**config.mk**
```make
export PLATFORM = sky130hd
export DESIGN_NAME = imm_packer
export DESIGN_NICKNAME = d
export VERILOG_FILES = /design/src/rtl/imm_packer.sv
export SDC_FILE = /design/constraint.sdc
export NUM_CORES = 1
export LEC_CHECK = 0
export CAP_MARGIN = 15
export CORE_MARGIN = 8
export CORE_UTILIZATION = 35
export CTS_CLUSTER_DIAMETER = 80
export DETAILED_ROUTE_END_ITERATION = 8
export PLACE_DENSITY = 0.68
export RECOVER_POWER = 100
export REMOVE_ABC_BUFFERS = 1
export SLEW_MARGIN = 5
export SYNTH_ARGS = -nofsm -noshare
export SYNTH_HDL_FRONTEND = slang
export SYNTH_SLANG_ARGS = --single-unit
```
**constraint.sdc**
```tcl
create_clock -name CLK -period 5.85 [get_ports CLK]
set_input_delay 1.755 -clock CLK [delete_from_list [all_inputs] [get_ports CLK]]
set_output_delay 1.755 -clock CLK [all_outputs]
set_load 0.05 [all_outputs]
```
**src/rtl/imm_packer.sv**
```systemverilog
// Packs a 64-bit immediate into the 26-bit instruction immediate field for the given format
// and reports whether the value is representable; IW formats scan halfwords over four cycles.
module imm_packer (
    input  logic        CLK,
    input  logic        Reset_L,
    input  logic        InValid,
    output logic        InReady,
    input  logic [63:0] BusImm,
    input  logic [2:0]  Ctrl,
    output logic        OutValid,
    input  logic        OutReady,
    output logic [25:0] Imm25,
    output logic        Fit
);

    typedef enum logic [1:0] {
        IDLE,
        CALC,
        SCAN,
        HOLD
    } state_t;

    state_t      state;
    logic [63:0] val;
    logic [2:0]  ctrl;
    logic [1:0]  hw;
    logic [2:0]  nz_cnt;
    logic [1:0]  nz_idx;
    logic [15:0] nz_val;

    logic [25:0] calc_imm;
    logic        calc_fit;
    logic [15:0] cur_hw;
    logic        hw_nz;
    logic [2:0]  cnt_nxt;
    logic [1:0]  idx_nxt;
    logic [15:0] val_nxt;
    logic        iw_fit;
    logic [25:0] iw_imm;

    assign InReady = (state == IDLE) && Reset_L;

    // Sign-extended formats fit when every bit above the field matches the field's top bit.
    always_comb begin
        calc_imm = '0;
        calc_fit = 1'b0;
        case (ctrl)
            3'b000: begin
                calc_imm = {4'b0, val[11:0], 10'b0};
                calc_fit = (val[63:12] == '0);
            end
            3'b001: begin
                calc_imm = {5'b0, val[8:0], 12'b0};
                calc_fit = (&val[63:8]) || !(|val[63:8]);
            end
            3'b010: begin
                calc_imm = val[25:0];
                calc_fit = (&val[63:25]) || !(|val[63:25]);
            end
            3'b011: begin
                calc_imm = {2'b0, val[18:0], 5'b0};
                calc_fit = (&val[63:18]) || !(|val[63:18]);
            end
            3'b100: begin
                calc_imm = {10'b0, val[5:0], 10'b0};
                calc_fit = (val[63:6] == '0);
            end
            default: begin
                calc_imm = '0;
                calc_fit = 1'b0;
            end
        endcase
    end

    always_comb begin
        cur_hw  = val[{hw, 4'b0} +: 16];
        hw_nz   = |cur_hw;
        cnt_nxt = nz_cnt + {2'b0, hw_nz};
        idx_nxt = hw_nz ? hw : nz_idx;
        val_nxt = hw_nz ? cur_hw : nz_val;
        iw_fit  = (cnt_nxt <= 3'd1);
        iw_imm  = iw_fit ? {3'b0, idx_nxt, val_nxt, 5'b0} : '0;
    end

    always_ff @(posedge CLK or negedge Reset_L) begin
        if (!Reset_L) begin
            state    <= IDLE;
            val      <= '0;
            ctrl     <= '0;
            hw       <= '0;
            nz_cnt   <= '0;
            nz_idx   <= '0;
            nz_val   <= '0;
            OutValid <= 1'b0;
            Imm25    <= '0;
            Fit      <= 1'b0;
        end else begin
            case (state)
                IDLE: begin
                    if (InValid) begin
                        val    <= BusImm;
                        ctrl   <= Ctrl;
                        hw     <= '0;
                        nz_cnt <= '0;
                        nz_idx <= '0;
                        nz_val <= '0;
                        state  <= (Ctrl == 3'b101) ? SCAN : CALC;
                    end
                end
                CALC: begin
                    Imm25    <= calc_imm;
                    Fit      <= calc_fit;
                    OutValid <= 1'b1;
                    state    <= HOLD;
                end
                SCAN: begin
                    nz_cnt <= cnt_nxt;
                    nz_idx <= idx_nxt;
                    nz_val <= val_nxt;
                    hw     <= hw + 2'd1;
                    if (hw == 2'd3) begin
                        Imm25    <= iw_imm;
                        Fit      <= iw_fit;
                        OutValid <= 1'b1;
                        state    <= HOLD;
                    end
                end
                HOLD: begin
                    if (OutReady) begin
                        OutValid <= 1'b0;
                        state    <= IDLE;
                    end
                end
                default: state <= IDLE;
            endcase
        end
    end

endmodule

```
# After elaboration in Yosys (flattened, before gate mapping)
# Index checks and enable logic that the tools add are counted.
dict set report word_totals {
  wordCells 76
  output_inout_bits 29
  mem_bits_ro 0
  memories 0
  latchBits 0
  reg_bits 120
  input_bits 71
  mem_bits_rw 0
}
dict set report classes {
  multipliers 0
  shifts 1
  n_reduce_logical 26
  div 0
  bitwise_logic 0
  order_cmp 1
  mux 24
  n_addsub 2
  eq_ne 12
}
# cell count
set ops {}
lappend ops {{$pmux W26 S5} 1}
lappend ops {{$shiftx A64 B7 Y16} 1}
lappend ops {{$logic_not A58 Y1} 1}
lappend ops {{$reduce_and A56 Y1} 1}
lappend ops {{$reduce_or A56 Y1} 1}
lappend ops {{$logic_not A52 Y1} 1}
lappend ops {{$pmux W26 S2} 1}
lappend ops {{$reduce_and A46 Y1} 1}
lappend ops {{$reduce_or A46 Y1} 1}
lappend ops {{$reduce_and A39 Y1} 1}
lappend ops {{$reduce_or A39 Y1} 1}
lappend ops {{$mux W16} 2}
lappend ops {{$pmux W16 S2} 1}
lappend ops {{$mux W26} 1}
lappend ops {{$mux W23} 1}
lappend ops {{$reduce_or A16 Y1} 1}
lappend ops {{$mux W2} 6}
lappend ops {{$pmux W2 S2} 2}
lappend ops {{$pmux W2 S4} 1}
lappend ops {{$eq A2 B2 Y1 const B} 3}
lappend ops {{$eq A3 B2 Y1 const B} 2}
lappend ops {{$eq A3 B3 Y1 const B} 2}
lappend ops {{$ne A2 B2 Y1 const B} 3}
lappend ops {{$pmux W3 S2} 1}
lappend ops {{other kinds (19)} 29}

# Longest topological paths before layout
# Gate-level depths: netlist (run 1).
dict set report logic_depth {
  word_depth 7
  depth_mapped 13
  ltp_nobuf 10
}

# Least setup slack after synthesis (run 1)
# No wires, ideal clock.
dict set report synth_path {
  path_type {input -> output}
  from {input Reset_L}
  to {output InReady}
  path_slack_ns 1.928
  path_buffers 0
  arrival_time_ns 2.167
  path_stages 1
  required_ns 4.095
  cell_sequence {and2_1}
}
dict set report synth_via {
  elab_chain_cells 1
}
# item line
set synth_lines {}
lappend synth_lines {{start, declared} 5} ;# input logic Reset_L,
lappend synth_lines {{$logic_and A1 B1 Y1} 41} ;# assign InReady = (state == IDLE) && Reset_L;
lappend synth_lines {{end, declared} 7} ;# output logic InReady,
# No other way between the ends.

# Worst setup path in the final report (run 1)
dict set report layout_path {
  from {register hw[0]}
  to {register Imm25[10]}
}
dict set report layout_via {
  elab_chain_cells 7
  word_cells_on_any_way 11
  cone_classes {add/sub (1); order compare (1); eq/ne (2); shift (1); mux (4); reduce/logical (2)}
}
# item line
set layout_lines {}
lappend layout_lines {{start, declared} 26} ;# logic [1:0] hw;
lappend layout_lines {{start signal, assigned} 120} ;# hw <= hw + 2'd1;
lappend layout_lines {{$shiftx A64 B7 Y16} 76} ;# cur_hw = val[{hw, 4'b0} +: 16];
lappend layout_lines {{$reduce_or A16 Y1} 77} ;# hw_nz = |cur_hw;
lappend layout_lines {{$add A3 B1 Y3} 78} ;# cnt_nxt = nz_cnt + {2'b0, hw_nz};
lappend layout_lines {{$le A3 B1 Y1} 81} ;# iw_fit = (cnt_nxt <= 3'd1);
lappend layout_lines {{$mux W23} 82} ;# iw_imm = iw_fit ? {3'b0, idx_nxt, val_nxt, 5'b0} : '0;
lappend layout_lines {{$mux W26} 121} ;# if (hw == 2'd3) begin
lappend layout_lines {{$pmux W26 S2} 98} ;# case (state)
lappend layout_lines {{end signal, assigned} 111} ;# Imm25 <= calc_imm;
lappend layout_lines {{end signal, assigned} 122} ;# Imm25 <= iw_imm;
lappend layout_lines {{end, declared} 12} ;# output logic [25:0] Imm25,
# Several ways; a longest one is shown, not always the timed one. The select of a mux whose other input is x is not followed.
# A chain may end at the register's enable or synchronous reset.

==> key figures, run 1 <==
Layout
  – Fill cells: 1509
  – Leading cell type in the layout, fill and taps excluded: dfrtp_1
  – Fin nets: 638
  – Cell area after layout: 7610 um2
  – Synthesis-to-finish area growth: 28.0%
  – Antenna cells: 0
  – Most frequent cells in the layout: dfrtp_1, mux2_2, clkdlybuf4s50_1
  – Share of post-route cells with drive strength above 1: about 22%

Clocking
  – TritonCTS buffer count: 17
  – # clock sinks: 120
  – CTS tree: yes
  – Worst skew pair latency: around 0.42 ns
  – Worst-path clk slew: around 0.050 ns
  – # hold bufs at CTS: 0
  – Clk buf depth: 2
  – Post-cts resize count: 0
  – Clock root buffer: clkbuf_16
  – CTS H-tree lvls: 4
  – Post-CTS Setup Bufs: 0

Hold path
  – Min-Delay Endpoint: OutValid
  – Hold path startpoint: OutValid
  – Hold Path Class: register to register
  – Hold depth: 2

GRT
  – Tot GR Track Use: 16.1%
  – Vias in the first global route: 4740
  – First-pass GRT wire length: 27.1 mm
  – Largest net degree at the start of global routing: roughly 70
  – Congestion Overflow GR: 0
  – Initial antenna violation count: 0

Critical path
  – CP Class: register to register
  – Crit path cell chain: mux4_2, nor4_1, nand4_1, ha_1, ha_1, nand4b_1, nor2_1, clkbuf_1, a22o_1, a221o_1
  – Crit-path max FO: 20
  – Worst EP arrival: 5.17 ns
  – Reg2reg start: hw[0]
  – Crit-path slowest cell: dfrtp_1
  – Crit-path most repeated cell: ha_1
  – Startpoint Class: register
  – Worst R2R End: Imm25[10]
  – Critical Path Sink Type: register
  – FF-to-FF path depth: 10
  – R2R setup slack: 1.02 ns
  – Worst EP required: 6.20 ns
  – Slowest stage delay, CP: 1.03 ns

Die
  – Die W: about 150 um
  – Row count: 47
  – Core Region: about 17000 um2
  – Chip height: ~150 um
  – Die Area: 21400 um2
  – Initial Util: 35.9%
  – I/O Pins: 100

STA
  – # setup viols final: 0
  – Tightest Pin Transition: 3.16 ns
  – Final hold violation count: 0
  – Max-slew headroom: -111%
  – Slew Limit Fails: 129
  – Fin crit period: 4.83 ns
  – Max Fclk: 207 MHz
  – Unrepaired setup endpoints after global routing: false
  – Hold_ws: 0.481 ns
  – Tcrit/Tclk final: 82.5%
  – Setup TNS: 0 ns
  – Final clock skew: 0.00736 ns

Route
  – Wire per inst: 21.1 um
  – Drt first pass iters: 4
  – Via Count: around 4400
  – Post-route DRC: 0
  – Drt total wl: 16.7 mm
  – Antenna-violating nets left: 0
  – Vias per cell: 5.59
  – Iter 0 DRT Violations: 393

Synth
  – Unique masters post-synth: 45
  – Synth Instances: 463
  – YS warnings: 0
  – Sequential element share of the synthesized area: 50.5%
  – Synth Cell Area: 5950 um2
  – FF+latch count, synth: 120
  – Syn Area/Cell: 12.8 um2

Run status
  – Failing checks: capacitance limit, slew limit
  – Status: complete, but fails checks

Placed design
  – GPL Wtd Cong: 0.907
  – Cell area after placement: 7140 um2
  – DPL Wire Length: 12.4 mm
  – Port Buffers: 99

Power
  – Max VDD drop: ~0.23 mV
  – Power per standard cell area: ~610 nW/um2
  – Static leakage: 0.00317 uW

Run
  – Maxcap violations: 2
metrics by stage:
| stage | total power (uW) | std cells | utilization [%] | worst slack (ns) |
|---|---|---|---|---|
| after global placement | 3730 | 761 | 43.0 | 1.32 |
| after global routing | 4930 | 790 | 45.9 | 0.564 |
| after detailed placement | 3780 | 761 | 43.0 | 1.32 |
| after floorplan | 3030 | 435 | - | 1.83 |
| after CTS | 4720 | 790 | 46.1 | 1.32 |
| final | 4650 | 790 | 45.9 | 1.02 |
synth_stat cells, drive strengths merged:
| library cell | instances | area [um2] |
|---|---|---|
| mux4 | 21 | 473 |
| and2 | 1 | 6.26 |
| nor2b | 3 | 18.8 |
| nor4 | 17 | 106 |
| or3 | 2 | 12.5 |
| a221o | 15 | 150 |
| a211oi | 2 | 15.0 |
| o221ai | 1 | 8.76 |
| nor4b | 1 | 8.76 |
| ha | 7 | 87.6 |
| a31oi | 1 | 6.26 |
| a22o | 37 | 324 |
| nand4b | 4 | 35.0 |
| a2111oi | 1 | 8.76 |
| a21oi | 10 | 50.1 |
| buf | 7 | 55.1 |
| and3 | 1 | 6.26 |
| o21bai | 1 | 18.8 |
| inv | 6 | 22.5 |
| or2 | 1 | 6.26 |
| nand4 | 16 | 106 |
| a21o | 2 | 15.0 |
| o21ai | 21 | 105 |
| a21boi | 2 | 15.0 |
| clkbuf | 21 | 78.8 |
| mux2i | 12 | 120 |
| nor2 | 11 | 48.8 |
| o211ai | 3 | 22.5 |
| dfrtp | 120 | 3000 |
| nor3 | 5 | 25.0 |
| a22oi | 1 | 7.51 |
| a221oi | 1 | 8.76 |
| nand2b | 6 | 37.5 |
| or4 | 2 | 15.0 |
| nand2 | 24 | 90.1 |
| o2111ai | 1 | 8.76 |
| nand3 | 5 | 25.0 |
| o31ai | 1 | 7.51 |
| mux2 | 70 | 788 |
critical path, delay by kind of cell, from the launching register on:
family                     cells  cell delay (ns)
adders and majority gates      2             0.68
and+or+nand+nor                4             1.31
buffers and inverters          1             0.66
muxes                          1             0.65
AOI/OAI and AO/OA              2             0.39
DFF                            1             1.03
power breakdown:
part           total (uW)  leakage, uW  switching [uW]  internal [uW]
Sequential           1720      0.00149             509           1210
Clock                 910     0.000259             336            574
Combinational        2020      0.00143            1070            957
cell families (layout without fill, tap and decap cells):
logic type | Yosys count | count (layout) | share of synthesized area (%)
compound gates | 100 | 100 | 13.0
fa+ha+maj | 7 | 7 | 1.47
flops | 120 | 120 | 50.5
simple gates | 99 | 99 | 9.21
mux | 103 | 103 | 23.2
buf+inv | 34 | 141 | 2.63
area by class of cell:
cell class / instances / area (um2) / share of cell area (%)
sequential: 120 / 3000 / 39.4
multi-input combinational: 309 / 2770 / 36.4
inverter: 6 / 22.5 / 0.296
timing repair buffer: 106 / 1020 / 13.4
tap: 220 / 275 / 3.62
clock inverter: 4 / 20.0 / 0.263
clock buffer: 25 / 495 / 6.51
worst max path at each step:
| stage | startpoint | end | slack, ns | cells past startpoint |
|---|---|---|---|---|
| 4_1_cts | hw[0] | Imm25[6] | 1.32 | 9 |
| 3_3_place_gp | Reset_L | InReady | 1.32 | 3 |
| 5_1_grt | Reset_L | val[27] | 0.56 | 3 |
| 3_5_place_dp | Reset_L | InReady | 1.32 | 3 |
| 6_report | hw[0] | Imm25[10] | 1.02 | 10 |
| 2_1_floorplan | hw[0] | Imm25[10] | 1.83 | 5 |
flip-flops by register name, indices dropped and copies added (netlist names):
| register | flops |
|---|---|
| val | 64 |
| Imm25 | 26 |
| nz_val | 16 |
| ctrl | 3 |
| nz_cnt | 3 |
| hw | 2 |
| nz_idx | 2 |
| state | 2 |
| Fit | 1 |
| OutValid | 1 |
per-layer routing:
layer  GRT usage [%]  share of wire [%]
met1            20.6                 43
met2            25.2                 48
met3            4.33                6.3
met4            7.16                2.6
met5               0                  0
Power figures use the tool's default switching activity.
==> run 2, diff against run 1 <==
--- a/config.mk
+++ b/config.mk
@@ -10,7 +10,7 @@
 export CORE_UTILIZATION = 35
 export CTS_CLUSTER_DIAMETER = 80
 export DETAILED_ROUTE_END_ITERATION = 8
-export PLACE_DENSITY = 0.68
+export PLACE_DENSITY = 0.7
 export RECOVER_POWER = 100
 export REMOVE_ABC_BUFFERS = 1
 export SLEW_MARGIN = 5
==> constraint.sdc (replaced) <==
create_clock -name CLK -period 4.2 [get_ports CLK]
set_input_delay 1.26 -clock CLK [delete_from_list [all_inputs] [get_ports CLK]]
set_output_delay 1.26 -clock CLK [all_outputs]
set_load 0.05 [all_outputs]
==> run 2 against run 1 <==
Effect of this change: the flow still finishes with violations (capacitance limit, slew limit); first-iteration DRC count increased by 21%; routed wire length increased by 3.6%; maximum frequency increased by 28%; core utilization increased by 1.0 points; combinational power increased by 43%; final cell count increased by 0.76%; setup slack got worse by 0.59 ns; clock power increased by 74%; critical path depth increased by 1; sequential power increased by 40%; critical endpoint is now Imm25[16]; sequential share of layout area decreased by 0.86 points.
==> key figures, run 2 (synthesis results as in run 1) <==
Clocking
  – Post-cts resize count: 0 (unchanged)
  – CTS H-tree lvls: 4 (unchanged)
  – Post-CTS Setup Bufs: 0 (unchanged)
  – Clock root buffer: clkbuf_16
  – # clock sinks: 120 (unchanged)
  – Clk buf depth: 2 (unchanged)
  – # hold bufs at CTS: 0 (unchanged)
  – CTS tree: yes
  – TritonCTS buffer count: 17 (unchanged)
  – Worst-path clk slew: 0.06 ns (about the same)
  – Worst skew pair latency: 0.41 ns (about the same)

Die
  – Row count: 47 (unchanged)
  – Die Area: 21400 um2 (unchanged)
  – I/O Pins: 100 (unchanged)
  – Core Region: 16600 um2 (unchanged)
  – Chip height: 146 um (unchanged)
  – Initial Util: 35.9% (unchanged)
  – Die W: 146 um (unchanged)

Critical path
  – CP Class: register to register
  – Worst EP required: 4.49 ns (-1.71 ns)
  – Crit-path leading delay family: simple AND/OR/NAND/NOR gates
  – Worst EP arrival: 4.06 ns (-1.11 ns)
  – Startpoint Class: register
  – Crit-path max FO: 17 (-15%)
  – Crit-path most repeated cell: ha_1
  – CP Buf/Inv Count: 1 (unchanged)
  – Crit-path slowest cell: dfrtp_1
  – Slowest stage delay, CP: 0.79 ns (-0.24 ns)
  – Critical Path Sink Type: register
  – Crit path cell chain: mux4_2, nor4_1, nand4_2, ha_1, ha_1, nand2b_1, nand4b_1, nor2_1, clkbuf_2, a22o_1, a221o_1

STA
  – Tcrit/Tclk final: 89.6% (+7.1 points)
  – Max-slew headroom: -16.8% (+94 points)
  – Final hold violation count: 0 (unchanged)
  – Hold_ws: 0.475 ns (-0.00596 ns)
  – Setup TNS: 0 ns (unchanged)
  – Tightest Pin Transition: 1.75 ns (-1.41 ns)
  – Slew Limit Fails: 72 (-44%)
  – Fin crit period: 3.77 ns (-1.06 ns)
  – Max Fclk: 266 MHz (+28%)
  – Final clock skew: 0.00784 ns (+0.000482 ns)
  – # setup viols final: 0 (unchanged)
  – Unrepaired setup endpoints after global routing: false

Layout
  – Top register by number of flip-flops: val
  – Synthesis-to-finish area growth: 30.9%
  – Fin nets: 641 (+0.47%)
  – Leading cell type in the layout, fill and taps excluded: dfrtp_1
  – Share of post-route cells with drive strength above 1: 22.7% (+1.2 points)
  – Most frequent cells in the layout: dfrtp_1, mux2_2, clkdlybuf4s50_1
  – Flip-flop count of the largest register after layout: 64 (unchanged)
  – Antenna cells: 0 (unchanged)
  – Top flop regs: val x64, Imm25 x26, nz_val x16

Route
  – Drt total wl: 17.3 mm (+3.6%)
  – Drt first pass iters: 6 (+2)
  – Iter 0 DRT Violations: 475 (+21%)
  – Wire per inst: 21.7 um (+2.8%)
  – Vias per cell: 5.77 (+3.1%)
  – Via Count: 4592 (+3.9%)
  – Antenna-violating nets left: 0 (unchanged)
  – Post-route DRC: 0 (unchanged)

Power
  – Max VDD drop: 0.362 mV (+55%)
  – Power per standard cell area: 882 nW/um2 (+44%)
  – Overall power consumption: 6870 uW (+48%)
  – Static leakage: 0.00326 uW (+2.7%)

Run
  – Maxcap violations: 1 (-1)

Run status
  – Failing checks: capacitance limit, slew limit
  – Status: complete, but fails checks

GRT
  – Congestion Overflow GR: 0 (unchanged)
  – Tot GR Track Use: 16.2% (+0.099 points)
  – Largest net degree at the start of global routing: 72 (+5.9%)
  – Vias in the first global route: 4743 (+0.063%)
  – Initial antenna violation count: 0 (unchanged)
  – First-pass GRT wire length: 27.5 mm (+1.5%)

Hold path
  – Hold Path Class: register to register

Placed design
  – DPL Wire Length: 12.8 mm (+2.8%)
  – GPL Wtd Cong: 0.915 (+0.94%)
  – Port Buffers: 99 (unchanged)
==> run 2: cell types whose count changed in the layout (fill, tap and decap cells not counted), moves of 2 or more <==
cell           change
buf_12             +2
bufinv_16          +5
clkbuf_2           +2
clkbuf_8           -2
dlygate4sd3_1      -2
==> run 2: cell type report <==
type | count | area [um2]
Timing Repair Buffer | 109 | 1060
Sequential cell | 120 | 3000
Tap cell | 220 | 275
Multi-Input combinational cell | 309 | 2780
Fill cell | 1488 | 8800
Clock inverter | 9 | 170
Inverter | 6 | 22.5
Clock buffer | 23 | 468
==> run 2: through the flow <==
step	setup slack [ns]	std cells	util, %	cell area, um2
detailed placement	0.477	764	43.4	7190
finish	0.435	796	46.9	7780
floorplan	0.181	435	-	5810
global route	0.146	796	46.9	7780
CTS	0.457	796	47.2	7830
global placement	0.543	764	43.4	7190
==> run 2: final timing paths <==
kind / start / endpoint / slack [ns] / cells after the start
worst min register to register: OutValid / OutValid / 0.47 / 2
worst max register to register: hw[1] / Imm25[16] / 0.43 / 11
worst min-delay path: OutValid / OutValid / 0.47 / 2
min in group asynchronous: Reset_L / state[1] / 1.00 / 2
worst max-delay path: hw[1] / Imm25[16] / 0.43 / 11
max in group asynchronous: Reset_L / val[26] / 1.05 / 3
==> run 2: worst min-delay path, delay by kind of cell, from the launching register on <==
| family | cells | cell delay, ns |
|---|---|---|
| simple gates | 1 | 0.05 |
| flops | 1 | 0.33 |
| compound gates | 1 | 0.05 |
==> run 2: metal layers <==
metal	vias to the layer above	part of all wire (%)	track usage [%]
li1	2013	-	-
met1	2339	44	21.2
met2	211	48	25.7
met3	29	6.4	4.42
met4	0	1.9	5.15
met5	-	0	0
==> run 2: power by group <==
group / switching [uW] / total [uW] / internal [uW]
clock network: 502 / 1580 / 1080
registers: 726 / 2410 / 1680
logic: 1520 / 2880 / 1360
